[src/rtl/hs_counter_pkg.sv]
// Shared types and limits for the 4-phase handshake counter chain.
// Stage states and the supported chain length live here.
package hs_counter_pkg;

    typedef enum logic [1:0] {
        IDLE      = 2'd0,
        ACK       = 2'd1,
        CARRY_REQ = 2'd2,
        CARRY_REL = 2'd3
    } stage_state_t;

    localparam int unsigned MAX_STAGES = 32;

endpackage

[src/rtl/hs_counter_stage.sv]
// One counter bit with a 4-phase handshake on each side.
// A set bit passes the request on as a carry before clearing.
module hs_counter_stage
    import hs_counter_pkg::*;
#(
    parameter bit WRAP = 1'b0
) (
    input  logic clk,
    input  logic rst,
    input  logic lreq,
    output logic lack,
    output logic rreq,
    input  logic rack,
    output logic q,
    output logic busy
);

    stage_state_t st_q, st_d;
    logic         q_q, q_d;

    always_ff @(posedge clk or posedge rst) begin
        if (rst) begin
            st_q <= IDLE;
            q_q  <= 1'b0;
        end else begin
            st_q <= st_d;
            q_q  <= q_d;
        end
    end

    always_comb begin
        st_d = st_q;
        q_d  = q_q;
        unique case (st_q)
            IDLE: begin
                if (lreq) begin
                    if (!q_q) begin
                        q_d  = 1'b1;
                        st_d = ACK;
                    end else if (WRAP) begin
                        q_d  = 1'b0;
                        st_d = ACK;
                    end else begin
                        st_d = CARRY_REQ;
                    end
                end
            end
            CARRY_REQ: begin
                if (rack) st_d = CARRY_REL;
            end
            CARRY_REL: begin
                // bit clears only once the carry handshake has fully returned
                if (!rack) begin
                    q_d  = 1'b0;
                    st_d = ACK;
                end
            end
            ACK: begin
                if (!lreq) st_d = IDLE;
            end
        endcase
    end

    assign lack = (st_q == ACK);
    assign rreq = (st_q == CARRY_REQ);
    assign q    = q_q;
    assign busy = (st_q != IDLE);

endmodule

[src/rtl/hs_counter_chain.sv]
// Ripple chain of handshake counter stages with an armed left input.
// The top stage either hands its carry out on ro/ao or wraps.
module hs_counter_chain
    import hs_counter_pkg::*;
#(
    parameter int STAGES    = 9,
    parameter bit CARRY_OUT = 1'b1
) (
    input  logic              clk,
    input  logic              rst,
    input  logic              ri,
    output logic              ai,
    output logic              ro,
    input  logic              ao,
    output logic [STAGES-1:0] count,
    output logic              busy
);

    if (STAGES < 1 || STAGES > int'(MAX_STAGES)) begin : g_bad_stages
        $error("hs_counter_chain: STAGES out of range");
    end

    logic armed_q, armed_d;

    // a request level held across reset must not count
    assign armed_d = armed_q | ~ri;

    always_ff @(posedge clk or posedge rst) begin
        if (rst) armed_q <= 1'b0;
        else     armed_q <= armed_d;
    end

    logic [STAGES-1:0] lreq_w;
    logic [STAGES-1:0] lack_w;
    logic [STAGES-1:0] rreq_w;
    logic [STAGES-1:0] rack_w;
    logic [STAGES-1:0] q_w;
    logic [STAGES-1:0] busy_w;

    for (genvar k = 0; k < STAGES; k++) begin : g_stage
        if (k == 0) begin : g_first
            assign lreq_w[k] = ri & armed_q;
        end else begin : g_mid
            assign lreq_w[k] = rreq_w[k-1];
        end

        if (k == STAGES - 1) begin : g_top
            assign rack_w[k] = ao;
        end else begin : g_inner
            assign rack_w[k] = lack_w[k+1];
        end

        hs_counter_stage #(
            .WRAP((k == STAGES - 1) && (CARRY_OUT == 1'b0))
        ) u_stage (
            .clk  (clk),
            .rst  (rst),
            .lreq (lreq_w[k]),
            .lack (lack_w[k]),
            .rreq (rreq_w[k]),
            .rack (rack_w[k]),
            .q    (q_w[k]),
            .busy (busy_w[k])
        );
    end

    assign ai    = lack_w[0];
    assign ro    = CARRY_OUT ? rreq_w[STAGES-1] : 1'b0;
    assign count = q_w;
    assign busy  = |busy_w;

endmodule

[config.mk]
export PLATFORM = sky130hd
export DESIGN_NAME = hs_counter_chain
export DESIGN_NICKNAME = d
export VERILOG_FILES = /design/src/rtl/hs_counter_pkg.sv /design/src/rtl/hs_counter_stage.sv /design/src/rtl/hs_counter_chain.sv
export SDC_FILE = /design/constraint.sdc
export NUM_CORES = 1
export LEC_CHECK = 0
export CORE_MARGIN = 1.5
export CORE_UTILIZATION = 30
export CTS_CLUSTER_SIZE = 40
export DETAILED_ROUTE_END_ITERATION = 10
export GPL_TIMING_DRIVEN = 0
export MAX_ROUTING_LAYER = met4
export SYNTH_ARGS = -nofsm -noshare
export SYNTH_HDL_FRONTEND = slang
export SYNTH_SLANG_ARGS = --single-unit
[constraint.sdc]
create_clock -name clk -period 3.4 [get_ports clk]
set_input_delay 0.68 -clock clk [delete_from_list [all_inputs] [get_ports clk]]
set_output_delay 0.68 -clock clk [all_outputs]
set_load 0.05 [all_outputs]
# Yosys cells after proc, flatten, opt, wreduce, memory -nomap -nowiden
# Cells that the tools add are included.
# totals
ff_bits	28
# classes
muxes	81
reduce_logical	46
n_eq_ne	63
bitwise_logic	3
# ops
operator	count
$mux 2	45
$pmux 2 s4	9
$ne 2x2->1 const B	26
$eq 2x2->1 const B	18
$reduce_and 4->1	9
$reduce_bool 2->1	18
$reduce_and 3->1	9
$ne 2x1->1 const B	10
$eq 2x1->1 const B	9
$logic_not 2->1	9
$mux 1	18
$pmux 1 s2	9
$reduce_or 9->1	1
$and 1x1->1	1
$not 1->1	1
$or 1x1->1	1

# Depth between registers and ports, before layout
# depth
word_depth	3
mapped_depth	5
mapped_depth_nobuf	5

# Cells and area by module
# From an unflattened synthesis, not the netlist that was laid out.
# hier_totals
hier_cells	152
area_unflattened_um2	1412.6
# modules_own_cells
module	seq_area_each_um2	cells_each	n_inst	area_per_inst_um2
hs_counter_stage	75.1	16	9	150.1
hs_counter_chain	25.0	8	1	61.3

# Worst setup path after synthesis
# No wires, ideal clock.
# synth_timing
path_kind	flip-flop to output port
startpoint	reg g_stage[0].u_stage.st_q[0]
endpoint	out busy
arrival_ns	1.575
stages_incl_launch_ff	6
slack_ns	1.145
t_required_ns	2.720
path_cell_list	dfrtp_1 -> inv_1 -> ha_1 -> nor4b_2 -> nand4_1 -> or4_1
# synth_between
elab_chain_len	2
# synth_rtl
element	line_no	source
from (decl)	hs_counter_stage.sv:18	stage_state_t st_q, st_d;
from (signal assigned)	hs_counter_stage.sv:26	st_q <= st_d;
$reduce_bool 2->1	hs_counter_stage.sv:67	assign busy = (st_q != IDLE);
$reduce_or 9->1	hs_counter_chain.sv:70	assign busy = |busy_w;
to (decl)	hs_counter_chain.sv:16	output logic busy
# Every way passes these cells.

# Worst setup path in the final report
# layout_timing
startpoint	reg g_stage[0].u_stage.st_q[1]
endpoint	out busy
# The elaborated chain is that of the path after synthesis.

==> summary.md <==
| Metric | Value |
|---|---|
| Fin util | `0.379` |
| RD Place Congestion | `0.795` |
| CP required | `2.72 ns` |
| R2R Setup Slk | `1.79 ns` |
| Max Cap Violations | `0` |
| Num CTS Buffers | `3` |
| Max incr delay on CP | `0.72 ns` |
| RSZ-0062 raised after global routing | `false` |
| Final #Nets | `182` |
| Die Width | `74.6 um` |
| Synthesized cell area | `0.00154 sq mm` |
| Hold WS | `0.506 ns` |
| Initial antenna violation count | `0` |
| Psw | `0.000834 W` |
| Crit path from | `g_stage[0].u_stage.st_q[1]` |
| Leak | `0.794 nW` |
| Avg WL per Cell | `11.5 um` |
| CTS tree | `built` |
| Initial Utilization | `0.319` |
| Int Power | `0.00105 W` |
| Post-synth EDFFs | `0` |
| Relative slew margins | `0.285` |
| Hold-fix buffers, CTS | `0` |
| Mapped Cells | `152` |
| R2r worst-path depth | `5` |
| CP endpoint kind | `output pin` |
| Total GRT Usage | `0.112` |
| Post-synth top area share | `0.456` |
| Ys async rst share | `1.00` |
| Worst r2r dst | `g_stage[0].u_stage.st_q[0]` |
| Area delta synth->final | `18.8%` |
| Max Freq | `318 MHz` |
| Setup Skew | `0.00753 ns` |
| Die ar. | `0.00556 sq mm` |
| Critical path endpoint | `busy` |
| IO Port Bufs | `15` |
| Crit path max-delay family | `buffers and inverters` |
| Initial drt markers | `85` |
| DIE HEIGHT | `74.6 um` |
| Drc violations | `0` |
| Synth Register Bits | `28` |
| Vias per cell | `4.79` |
| Setup Buffers After CTS | `0` |
| CP Buf/Inv Count | `2` |
| Sum Neg Setup Slack | `0 ns` |
| Layout cell share with drive strength beyond 1 | `0.117` |
| Setup Viol. Count Final | `0` |
| Leading area contributor after synthesis | `dfrtp_1` |
| WP depth | `6` |
| Final period util | `0.925` |
| Worst-path fanout max | `4` |
| Gate power share | `0.531` |
| Vias in the first global route | `1,100` |
| Warnings from Yosys | `0` |
| Sw Ratio | `0.442` |
| Row Count | `25` |
| Hold Vio Cnt, Final | `0` |
| Critical path arrival | `2.46 ns` |
| Syn_nets | `162` |
| Via count | `1,140` |
| Clock buffer depth | `2` |
| Area contributors post-synth | `dfrtp_1, a21oi_1, ha_1` |
| Inserted Diodes | `0` |
| Final Non-Filler Cells | `238` |
| # fillers | `517` |
| Peak supply drop | `0.000284 V` |
| Worst-path clk slew | `0.09 ns` |
| Avg Synthesized Cell Area | `10.1 sq um` |
| First-pass GRT wire length | `4.81 mm` |
| Seq/Total Area, Yosys | `0.456` |
| Synth cell types | `36` |
| Largest net degree at the start of global routing | `29` |
| Crit Path Class | `reg2out` |
| Core Region | `0.00482 sq mm` |
| Worst r2r src | `g_stage[0].u_stage.st_q[0]` |
| Power, Total | `0.00189 W` |
| Drt first pass iters | `4` |
| # resized after CTS | `0` |
| CTS root buffer | `clkbuf_8` |
| Status | `complete, no violations` |
| Gr ovfl total | `0` |
| Wirelength, routed | `2.74 mm` |
| IO Count | `16` |
| Pwr Density | `1030 mW/mm^2` |
| Worst-path cell chain | `inv_1, ha_1, nor4b_2, nand4_1, or4_1, clkdlybuf4s50_1` |
| Type of origin of the critical path | `flop` |
| H-tree lvl count | `1` |
| Final Max Slew Viols | `0` |
| Sink Count | `28` |
| Worst path slowest cell | `clkdlybuf4s50_1` |
| Clk pwr share | `0.109` |
| Fin crit period | `3.14 ns` |
| Worst skew pair latency | `0.27 ns` |
| Hold WC Path Type | `reg2reg` |
| Hpwl dp | `1.98 mm` |
| Final ANT Viol Nets | `0` |
| Worst slew pin tran | `1.07 ns` |
| Flop pwr share | `0.360` |
| DP Cell Count | `234` |
| Main flop type after synthesis | `dfrtp_1` |
-- layout make-up --
| cell class | instances | area, sq um | area share |
|---|---|---|---|
| Sequential cell | 28 | 701 | 0.384 |
| Multi-Input combinational cell | 97 | 686 | 0.376 |
| Timing Repair Buffer | 15 | 150 | 0.0822 |
| Buffer | 11 | 90.1 | 0.0493 |
| Tap cell | 67 | 83.8 | 0.0459 |
| Inverter | 16 | 60.1 | 0.0329 |
| Clock buffer | 4 | 55.1 | 0.0302 |
-- worst min-delay path by stage --
stage                     slack [ns]  cells after the start     from  endpoint
after detailed placement        0.48                      1  armed_q   armed_q
after global routing            0.52                      1  armed_q   armed_q
final                           0.51                      1  armed_q   armed_q
after CTS                       0.51                      1  armed_q   armed_q
after global placement          0.48                      1  armed_q   armed_q
after floorplan                 0.46                      1  armed_q   armed_q
-- cell families after synthesis --
family,Yosys count,share of synthesized area
compound gates,49,0.218
flops,28,0.456
simple gates,36,0.139
mux,6,0.0399
fa+ha+maj,6,0.0489
buf+inv,27,0.0977
-- cell usage in the layout, fill, tap and decap left out, drive strengths merged, types with 2 or more instances in the layout --
cell type,n
o2bb2ai,7
nor4,2
o21ai,7
nand2b,10
o22ai,3
buf,11
ha,6
a32o,2
a31oi,2
inv,16
mux2i,5
clkdlybuf4s50,15
a21oi,17
dfrtp,28
nor2,4
nor2b,6
clkbuf,4
o22a,3
nand2,7
-- power groups by stage --
stage | combinational, W | sequential (W) | clock [W]
floorplan | 0.000816 | 0.000632 | 0
global placement | 0.000993 | 0.000686 | 0
detailed placement | 0.00101 | 0.000687 | 0
CTS | 0.00101 | 0.000680 | 0.000215
global route | 0.00111 | 0.000712 | 0.000226
finish | 0.00100 | 0.000679 | 0.000205
-- state kept, by name, indices dropped and copies added, names as in the netlist --
| signal | count |
|---|---|
| g_stage.u_stage.st_q | 18 |
| g_stage.u_stage.q | 9 |
| armed_q | 1 |
-- cell usage after synthesis, types with 2 or more instances --
cell type,n
a21oi_1,17
a31oi_1,2
a32o_1,2
buf_4,9
buf_6,2
dfrtp_1,28
ha_1,6
inv_1,16
mux2i_1,5
nand2_1,7
nand2b_1,10
nor2_1,4
nor2b_1,6
o21ai_0,7
o22a_1,2
o22ai_1,3
o2bb2ai_1,7
-- worst reg2reg max path, cell delays in order, from the launching register on --
cell      delay, ns
dfrtp_1        0.40
inv_1          0.10
ha_1           0.24
a21bo_2        0.21
o2111a_1       0.22
mux2_1         0.33
-- routing by layer --
layer	global-route usage	wire length, um
met4	0.0364	32
met3	0.00813	41
met1	0.154	1410
met5	-	0
met2	0.176	1260
-- per-stage QoR --
step	cell area (sq um)	setup WS (ns)
after floorplan	1540	1.15
after global placement	1770	0.541
after detailed placement	1770	0.516
after CTS	1830	0.213
after global routing	1830	0.134
final	1830	0.256
Power figures use the tool's default switching activity.
